==> config.mk <==
export PLATFORM = sky130hd
export DESIGN_NAME = display_scan_manager
export DESIGN_NICKNAME = d
export VERILOG_FILES = /design/src/rtl/display_scan_manager.sv
export SDC_FILE = /design/constraint.sdc
export NUM_CORES = 1
export LEC_CHECK = 0
export BUFFER_PORTS_ARGS = -buffer_cell sky130_fd_sc_hd__clkbuf_2
export CAP_MARGIN = 20
export CORE_MARGIN = 2
export CORE_UTILIZATION = 55
export CTS_CLUSTER_SIZE = 14
export DETAILED_ROUTE_END_ITERATION = 10
export PLACE_DENSITY = 0.8
export SLEW_MARGIN = 10
export SYNTH_ARGS = -nofsm -noshare
export SYNTH_HDL_FRONTEND = slang
export SYNTH_SLANG_ARGS = --single-unit
export TNS_END_PERCENT = 100
==> constraint.sdc <==
create_clock -name clk -period 6.5 [get_ports clk]
set_input_delay 0.65 -clock clk [delete_from_list [all_inputs] [get_ports clk]]
set_output_delay 0.65 -clock clk [all_outputs]
set_load 0.01 [all_outputs]
==> src/rtl/display_scan_manager.sv <==
// Single-clock multiplexed display scanner: snapshots a packed digit bank and walks it onto
// active-low anodes, with a blank gap between digits. Optional blink feature: DISPLAY_SCAN_BLINK_EN.
module display_scan_manager #(
    parameter int NUM_DIGITS = 8,
    parameter int DIGIT_W    = 4,
    parameter int SCAN_DIV   = 1000,
    parameter int BLANK_CYC  = 16
`ifdef DISPLAY_SCAN_BLINK_EN
    ,
    parameter int BLINK_FRAMES = 50
`endif
) (
    input  logic                          clk,
    input  logic                          rst_n,
    input  logic                          update_i,
    input  logic                          freeze_i,
    input  logic [NUM_DIGITS*DIGIT_W-1:0] digits_i,
    input  logic [NUM_DIGITS-1:0]         blank_mask_i,
`ifdef DISPLAY_SCAN_BLINK_EN
    input  logic [NUM_DIGITS-1:0]         blink_mask_i,
`endif
    output logic [NUM_DIGITS-1:0]         an_o,
    output logic [DIGIT_W-1:0]            digit_o,
    output logic [$clog2(NUM_DIGITS)-1:0] digit_idx_o,
    output logic                          scan_tick_o,
    output logic                          valid_o
);

    localparam int IW   = $clog2(NUM_DIGITS);
    localparam int MAXC = (SCAN_DIV > BLANK_CYC) ? SCAN_DIV : BLANK_CYC;
    localparam int CW   = $clog2(MAXC + 1);

    localparam logic [CW-1:0] SHOW_LAST  = CW'(SCAN_DIV - 1);
    localparam logic [CW-1:0] BLANK_LAST = CW'((BLANK_CYC > 0) ? BLANK_CYC - 1 : 0);
    localparam logic [IW-1:0] IDX_LAST   = IW'(NUM_DIGITS - 1);

    typedef enum logic [1:0] {
        S_OFF   = 2'd0,
        S_BLANK = 2'd1,
        S_SHOW  = 2'd2
    } state_e;

    state_e                        state_q, state_d;
    logic [IW-1:0]                 idx_q, idx_d;
    logic [CW-1:0]                 cnt_q, cnt_d;
    logic [NUM_DIGITS*DIGIT_W-1:0] snap_q, snap_d;
    logic                          valid_q, valid_d;
    logic [NUM_DIGITS-1:0]         an_q, an_d;
    logic [DIGIT_W-1:0]            digit_q, digit_d;
    logic                          tick_q, tick_d;
    logic                          load;
    logic                          leave_off;
    logic [IW-1:0]                 idx_next;

`ifdef DISPLAY_SCAN_BLINK_EN
    localparam int FW = $clog2(BLINK_FRAMES + 1);
    localparam logic [FW-1:0] FRAME_LAST = FW'(BLINK_FRAMES - 1);

    logic [FW-1:0] frame_q, frame_d;
    logic          phase_q, phase_d;
`endif

    // State register: every output is a flop loaded from its next-state value.
    always_ff @(posedge clk) begin
        if (!rst_n) begin
            state_q <= S_OFF;
            idx_q   <= '0;
            cnt_q   <= '0;
            snap_q  <= '0;
            valid_q <= 1'b0;
            an_q    <= '1;
            digit_q <= '0;
            tick_q  <= 1'b0;
`ifdef DISPLAY_SCAN_BLINK_EN
            frame_q <= '0;
            phase_q <= 1'b0;
`endif
        end else begin
            state_q <= state_d;
            idx_q   <= idx_d;
            cnt_q   <= cnt_d;
            snap_q  <= snap_d;
            valid_q <= valid_d;
            an_q    <= an_d;
            digit_q <= digit_d;
            tick_q  <= tick_d;
`ifdef DISPLAY_SCAN_BLINK_EN
            frame_q <= frame_d;
            phase_q <= phase_d;
`endif
        end
    end

    assign idx_next = (idx_q == IDX_LAST) ? '0 : idx_q + IW'(1);

    // Next-state logic: snapshot loads never disturb the scan position.
    always_comb begin
        state_d   = state_q;
        idx_d     = idx_q;
        cnt_d     = cnt_q;
        tick_d    = 1'b0;
        leave_off = 1'b0;
        load      = update_i && !freeze_i;
        snap_d    = load ? digits_i : snap_q;
        valid_d   = valid_q | load;

        case (state_q)
            S_OFF: begin
                if (load) begin
                    leave_off = 1'b1;
                    idx_d     = '0;
                    cnt_d     = '0;
                    state_d   = (BLANK_CYC == 0) ? S_SHOW : S_BLANK;
                end
            end
            S_BLANK: begin
                if (cnt_q == BLANK_LAST) begin
                    cnt_d   = '0;
                    state_d = S_SHOW;
                end else begin
                    cnt_d = cnt_q + CW'(1);
                end
            end
            S_SHOW: begin
                if (cnt_q == SHOW_LAST) begin
                    cnt_d   = '0;
                    idx_d   = idx_next;
                    state_d = (BLANK_CYC == 0) ? S_SHOW : S_BLANK;
                    tick_d  = (idx_q == IDX_LAST);
                end else begin
                    cnt_d = cnt_q + CW'(1);
                end
            end
            default: state_d = S_OFF;
        endcase
    end

`ifdef DISPLAY_SCAN_BLINK_EN
    always_comb begin
        frame_d = frame_q;
        phase_d = phase_q;
        if (leave_off) begin
            frame_d = '0;
            phase_d = 1'b0;
        end else if (tick_d) begin
            if (frame_q == FRAME_LAST) begin
                frame_d = '0;
                phase_d = ~phase_q;
            end else begin
                frame_d = frame_q + FW'(1);
            end
        end
    end
`endif

    // Output logic, decoded from the next state so anodes switch with idx.
    always_comb begin
        an_d    = '1;
        digit_d = '0;
        if (state_d == S_SHOW) begin
            an_d = ~(NUM_DIGITS'(1) << idx_d) | blank_mask_i;
`ifdef DISPLAY_SCAN_BLINK_EN
            if (phase_d) begin
                an_d = an_d | blink_mask_i;
            end
`endif
            digit_d = snap_d[idx_d*DIGIT_W +: DIGIT_W];
        end
    end

    assign an_o        = an_q;
    assign digit_o     = digit_q;
    assign digit_idx_o = idx_q;
    assign scan_tick_o = tick_q;
    assign valid_o     = valid_q;

endmodule

---- Word-level counts from Yosys, hierarchy flattened ----
Index checks and enable logic that the tools add are counted.
word-level totals
  flip-flop bits (word level) ............. 61
  bits in latches ......................... 0
  bits in writable memories ............... 0
  ROM bits ................................ 0
  bits of input ports ..................... 44
  output and inout bits ................... 17
  memories ................................ 0
cells by class
  add/subtract/negate cells ............... 2
  $mul .................................... 0
  divide/modulo/power cells ............... 0
  magnitude comparators ................... 0
  equality and inequality tests ........... 7
  shifts and indexed selects .............. 2
  muxes and demuxes ....................... 13
  bitwise logic cells ..................... 3
  reduce and logical (&&, ||, !) cells .... 7
operator list
  kind                     number
  $mux W32                 1
  $shiftx A32 B6 Y4        1
  $mux W10                 3
  $pmux W10 S3             1
  $add A10 B1 Y10 const B  1
  $eq A10 B10 Y1 const B   1
  $eq A10 B4 Y1 const B    1
  $mux W3                  3
  $not A8 Y8               1
  $or A8 B8 Y8             1
  $shl A1 B3 Y8 const A    1
  $mux W2                  3
  $pmux W2 S3              1
  $pmux W3 S2              1
  $eq A2 B2 Y1 const B     2
  $reduce_and A2 Y1        2
  $add A3 B1 Y3 const B    1
  $eq A3 B3 Y1 const B     1
  $reduce_and A3 Y1        1
  $reduce_bool A3 Y1       1
  $eq A2 B1 Y1 const B     1
  $logic_not A2 Y1         1
  $ne A2 B2 Y1 const B     1
  $logic_and A1 B1 Y1      1
  other kinds (2)          2

---- Depth between registers and ports, before layout ----
  depth in word-level cells ............... 7
  depth in mapped cells ................... 11
  depth with buffers taken out ............ 9

---- Least setup slack after synthesis ----
OpenSTA, ideal clock, no wires.
  path type ............................... flip-flop to flip-flop
  start point ............................. reg state_q[0]
  end point ............................... reg digit_q[2] (netlist: digit_o[2])
  arrival ................................. 2.314 ns
  data required time ...................... 6.421 ns
  slack ................................... 4.106 ns
  cell stages (with the launch flop) ...... 11
  buffers on the path ..................... 1
  clock period less this slack ............ 2.394 ns
  cell sequence ........................... dfxtp_1 -> inv_1 -> ha_1 -> nand2b_1 -> and2_0 -> o21a_1 -> or2_1 -> buf_4 -> mux4_2 -> nor2b_4 -> a211oi_2
between the ends
  word-level cells in the longest chain between the ends .. 4
RTL lines
  item                                                       line  RTL
  from (decl)                                                43    state_e state_q, state_d;
  from (signal assigned)                                     79    state_q <= state_d;
  branches (longest 4 deep; another with $shiftx A32 B6 Y4)  n/a
  to (signal assigned)                                       85    digit_q <= digit_d;
  to (decl)                                                  49    logic [DIGIT_W-1:0] digit_q, digit_d;
Several ways; the timed one is not identified.
A chain may end at the register's enable or synchronous reset.

---- Worst setup path in the final report ----
Same ends and word-level chain as after synthesis.

==> results.json <==
{
  "yosys-top-cells-area": "dfxtp_1, nand2_1, a21boi_0",
  "seq_power_share_pct": 46.3,
  "grt_max_degree": 44,
  "cts.path.max_buffers": 2,
  "pwr-share-comb_pct": 7.8,
  "cts_root_buf": "clkbuf_8",
  "synth_nets": 394,
  "finalCriticalPeriod_ns": 2.82,
  "hpwl_um": 4390,
  "viasPerCell": 5.47,
  "nFillCells": 405,
  "cts_buffers": 9,
  "hold_path_class": "register to register",
  "cp_data_arrival_time_ns": 3.08,
  "drt-wirelength-per-cell_um": 13.6,
  "synth_cell_types": 60,
  "reg2reg_depth": 9,
  "p_sw_share_pct": 22.3,
  "start_util_pct": 58.0,
  "finalSetupViolations": 0,
  "internal_power_mw": 0.652,
  "path_max_fanout": 31,
  "synth.avg_cell_area_um2": 8.77,
  "max_slew_margin_pct": 52.1,
  "synth_most_common_cell": "nand2_1",
  "fin_cells": 473,
  "synthFlopType": "dfxtp_1",
  "clock-sinks": 61,
  "antenna_found_initial": 0,
  "fin_nets": 450,
  "synth_common_cells": "nand2_1, dfxtp_1, a21boi_0",
  "synth_xor_area_share_pct": 1.75,
  "synth_top_family_by_area": "simple AND/OR/NAND/NOR gates",
  "drive_gt1_share_pct": 21.6,
  "yosysSeqAreaShare_pct": 40.7,
  "synth_top_cell_area_share_pct": 40.7,
  "grt_pass1_wl_um": 10900,
  "cp-startpoint": "state_q[0]$_SDFF_PN0_",
  "path_class": "register to register",
  "p_switching_mw": 0.187,
  "drc": 0,
  "ys_async_sr_fraction_pct": 0,
  "first_pass_iters": 4,
  "coreArea_um2": 5170,
  "peakVddDrop_uv": 116,
  "synth_mux_area_share_pct": 8.22,
  "crit_path_end_kind": "register",
  "powerDensity_nw_per_um2": 236,
  "gp_congestion": 0.854,
  "die_w_um": 77.9,
  "fin_crit_sh_pct": 43.4,
  "final_hold_viol_count": 0,
  "tightest_slew_ns": 0.716,
  "pwr-share-clk_pct": 45.9,
  "synth_area_um2": 3000,
  "rsz0062_at_grt": "no",
  "fmax_ghz": 0.354,
  "cap_violations": 0,
  "yosysTopAreaCell": "dfxtp_1",
  "setup_tns_ns": 0,
  "hp-start": "snap_q[6]$_SDFF_PN0_",
  "cts.clk_slew.worst_paths_ns": 0.07,
  "synth_compound_area_share_pct": 18.3,
  "r2r_start": "state_q[0]$_SDFF_PN0_",
  "hold_depth": 2,
  "synth-seq-cells": 61,
  "dieArea_um2": 6060,
  "die_h_um": 77.9,
  "r2r_setup_slack_ns": 3.68,
  "critPathLaunchType": "register",
  "min_to": "snap_q[6]$_SDFF_PN0_",
  "rows": 26,
  "synth_cells": 342,
  "cts_setup_buffers": 0,
  "io_buffer_count": 60,
  "cts_resized": 0,
  "rr_endpoint": "digit_o[2]$_SDFF_PN0_",
  "required_ns": 6.75,
  "grt_use_total_pct": 22.7,
  "outcome": "completed",
  "cts_hold_buffers": 0,
  "ys_warn_count": 0,
  "totalWireLength_um": 6440,
  "overflow": 0,
  "areaGrowthSynthToFinish_pct": 18.5,
  "pin_count": 61,
  "h-tree-depth": 3,
  "clk_latency_ns": 0.34,
  "dpl.cell_count": 457,
  "final.setup_skew_ns": 0.00611,
  "synth_edf_count": 0,
  "via_count": 2588,
  "grt_pass1_vias": 2375,
  "synthSimpleGateAreaFrac_pct": 24.6,
  "synth_fa_ha_area_share_pct": 3.34,
  "cts_tree": "yes",
  "maxSlewViolCount": 0,
  "drt-initial-drc-count": 204,
  "cellLeakagePower_nw": 1.41,
  "num_antenna_cells": 0,
  "antenna_left": 0
}
## sequential cells by signal, summed over array words and instances (netlist names)
register / flops
scan_tick_o: 1
state_q: 2
an_o: 8
digit_o: 4
snap_q: 32
digit_idx_o: 3
valid_o: 1
cnt_q: 10
## stage by stage
step / utilization, % / cell area [um2] / hold slack [ns] / setup slack (ns) / total power, mW
floorplan: - / 3000 / 0.440 / 4.11 / 0.437
global placement: 64.3 / 3330 / 0.455 / 3.82 / 0.460
detailed placement: 64.3 / 3330 / 0.461 / 3.72 / 0.462
CTS: 68.7 / 3550 / 0.470 / 3.68 / 0.844
global route: 68.7 / 3550 / 0.494 / 3.50 / 0.870
finish: 68.7 / 3550 / 0.466 / 3.68 / 0.838
## critical path, cell delays in order, from the launching register on
cell and delay (ns):
dfxtp_1 0.42, inv_1 0.09, ha_1 0.30, nand2b_1 0.19
a32oi_1 0.29, nand3_4 0.37, mux2i_1 0.23, mux4_2 0.48
nor2b_4 0.14, a211oi_2 0.22
## layout by cell type (no fill, tap or decap), drive strengths merged, types with 4 or more instances in the layout
| master | count |
|---|---|
| o21ai | 7 |
| inv | 4 |
| a21oi | 13 |
| o21a | 4 |
| ha | 8 |
| nand3 | 7 |
| or2 | 8 |
| a21boi | 32 |
| nand2b | 4 |
| and2 | 9 |
| nor2 | 13 |
| clkbuf | 73 |
| nand2 | 69 |
| nor2b | 11 |
| nor3 | 6 |
| dfxtp | 61 |
| or3 | 6 |
| mux2i | 19 |
## kinds of logic after synthesis
kind of cell	Yosys count
AO/OA/AOI/OAI	78
adder cells (fa/ha/maj)	8
XOR/XNOR	6
multiplexers	22
buffers and inverters	21
AND/OR/NAND/NOR	146
flip-flops	61
## layer usage
layer / global-route usage [%] / up-vias / part of all wire, %
li1: - / 1319 / -
met1: 30.3 / 1179 / 48
met2: 35.3 / 79 / 45
met3: 4.77 / 11 / 5.3
met4: 10.2 / 0 / 1.6
met5: 0 / - / 0
## how the worst max path moves through the flow
stage / endpoint / slack [ns] / cells past startpoint
3_5_place_dp: digit_o[2]$_SDFF_PN0_ / 3.72 / 9
3_3_place_gp: digit_o[2]$_SDFF_PN0_ / 3.82 / 9
6_report: digit_o[2]$_SDFF_PN0_ / 3.68 / 9
2_1_floorplan: digit_o[2]$_SDFF_PN0_ / 4.11 / 10
5_1_grt: digit_o[2]$_SDFF_PN0_ / 3.50 / 9
4_1_cts: digit_o[2]$_SDFF_PN0_ / 3.68 / 9
## power by group through the flow
stage,combinational [mW],clock [mW],sequential (mW)
after global routing,0.0740,0.407,0.389
after CTS,0.0657,0.390,0.388
after global placement,0.0641,0,0.396
after floorplan,0.0409,0,0.396
after detailed placement,0.0652,0,0.397
final,0.0656,0.384,0.388
## cell type report
type                    count  area (um2)  area share, %
multi-input cells         260        1690           47.5
flip-flops and latches     61        1220           34.4
repair buffers             62         315           8.87
clock buffers              13         159           4.47
well taps                  70        87.6           2.46
clock inverters             3        67.6           1.90
inverters                   4        15.0          0.422
Note: power is estimated with default switching activity, not from simulation.
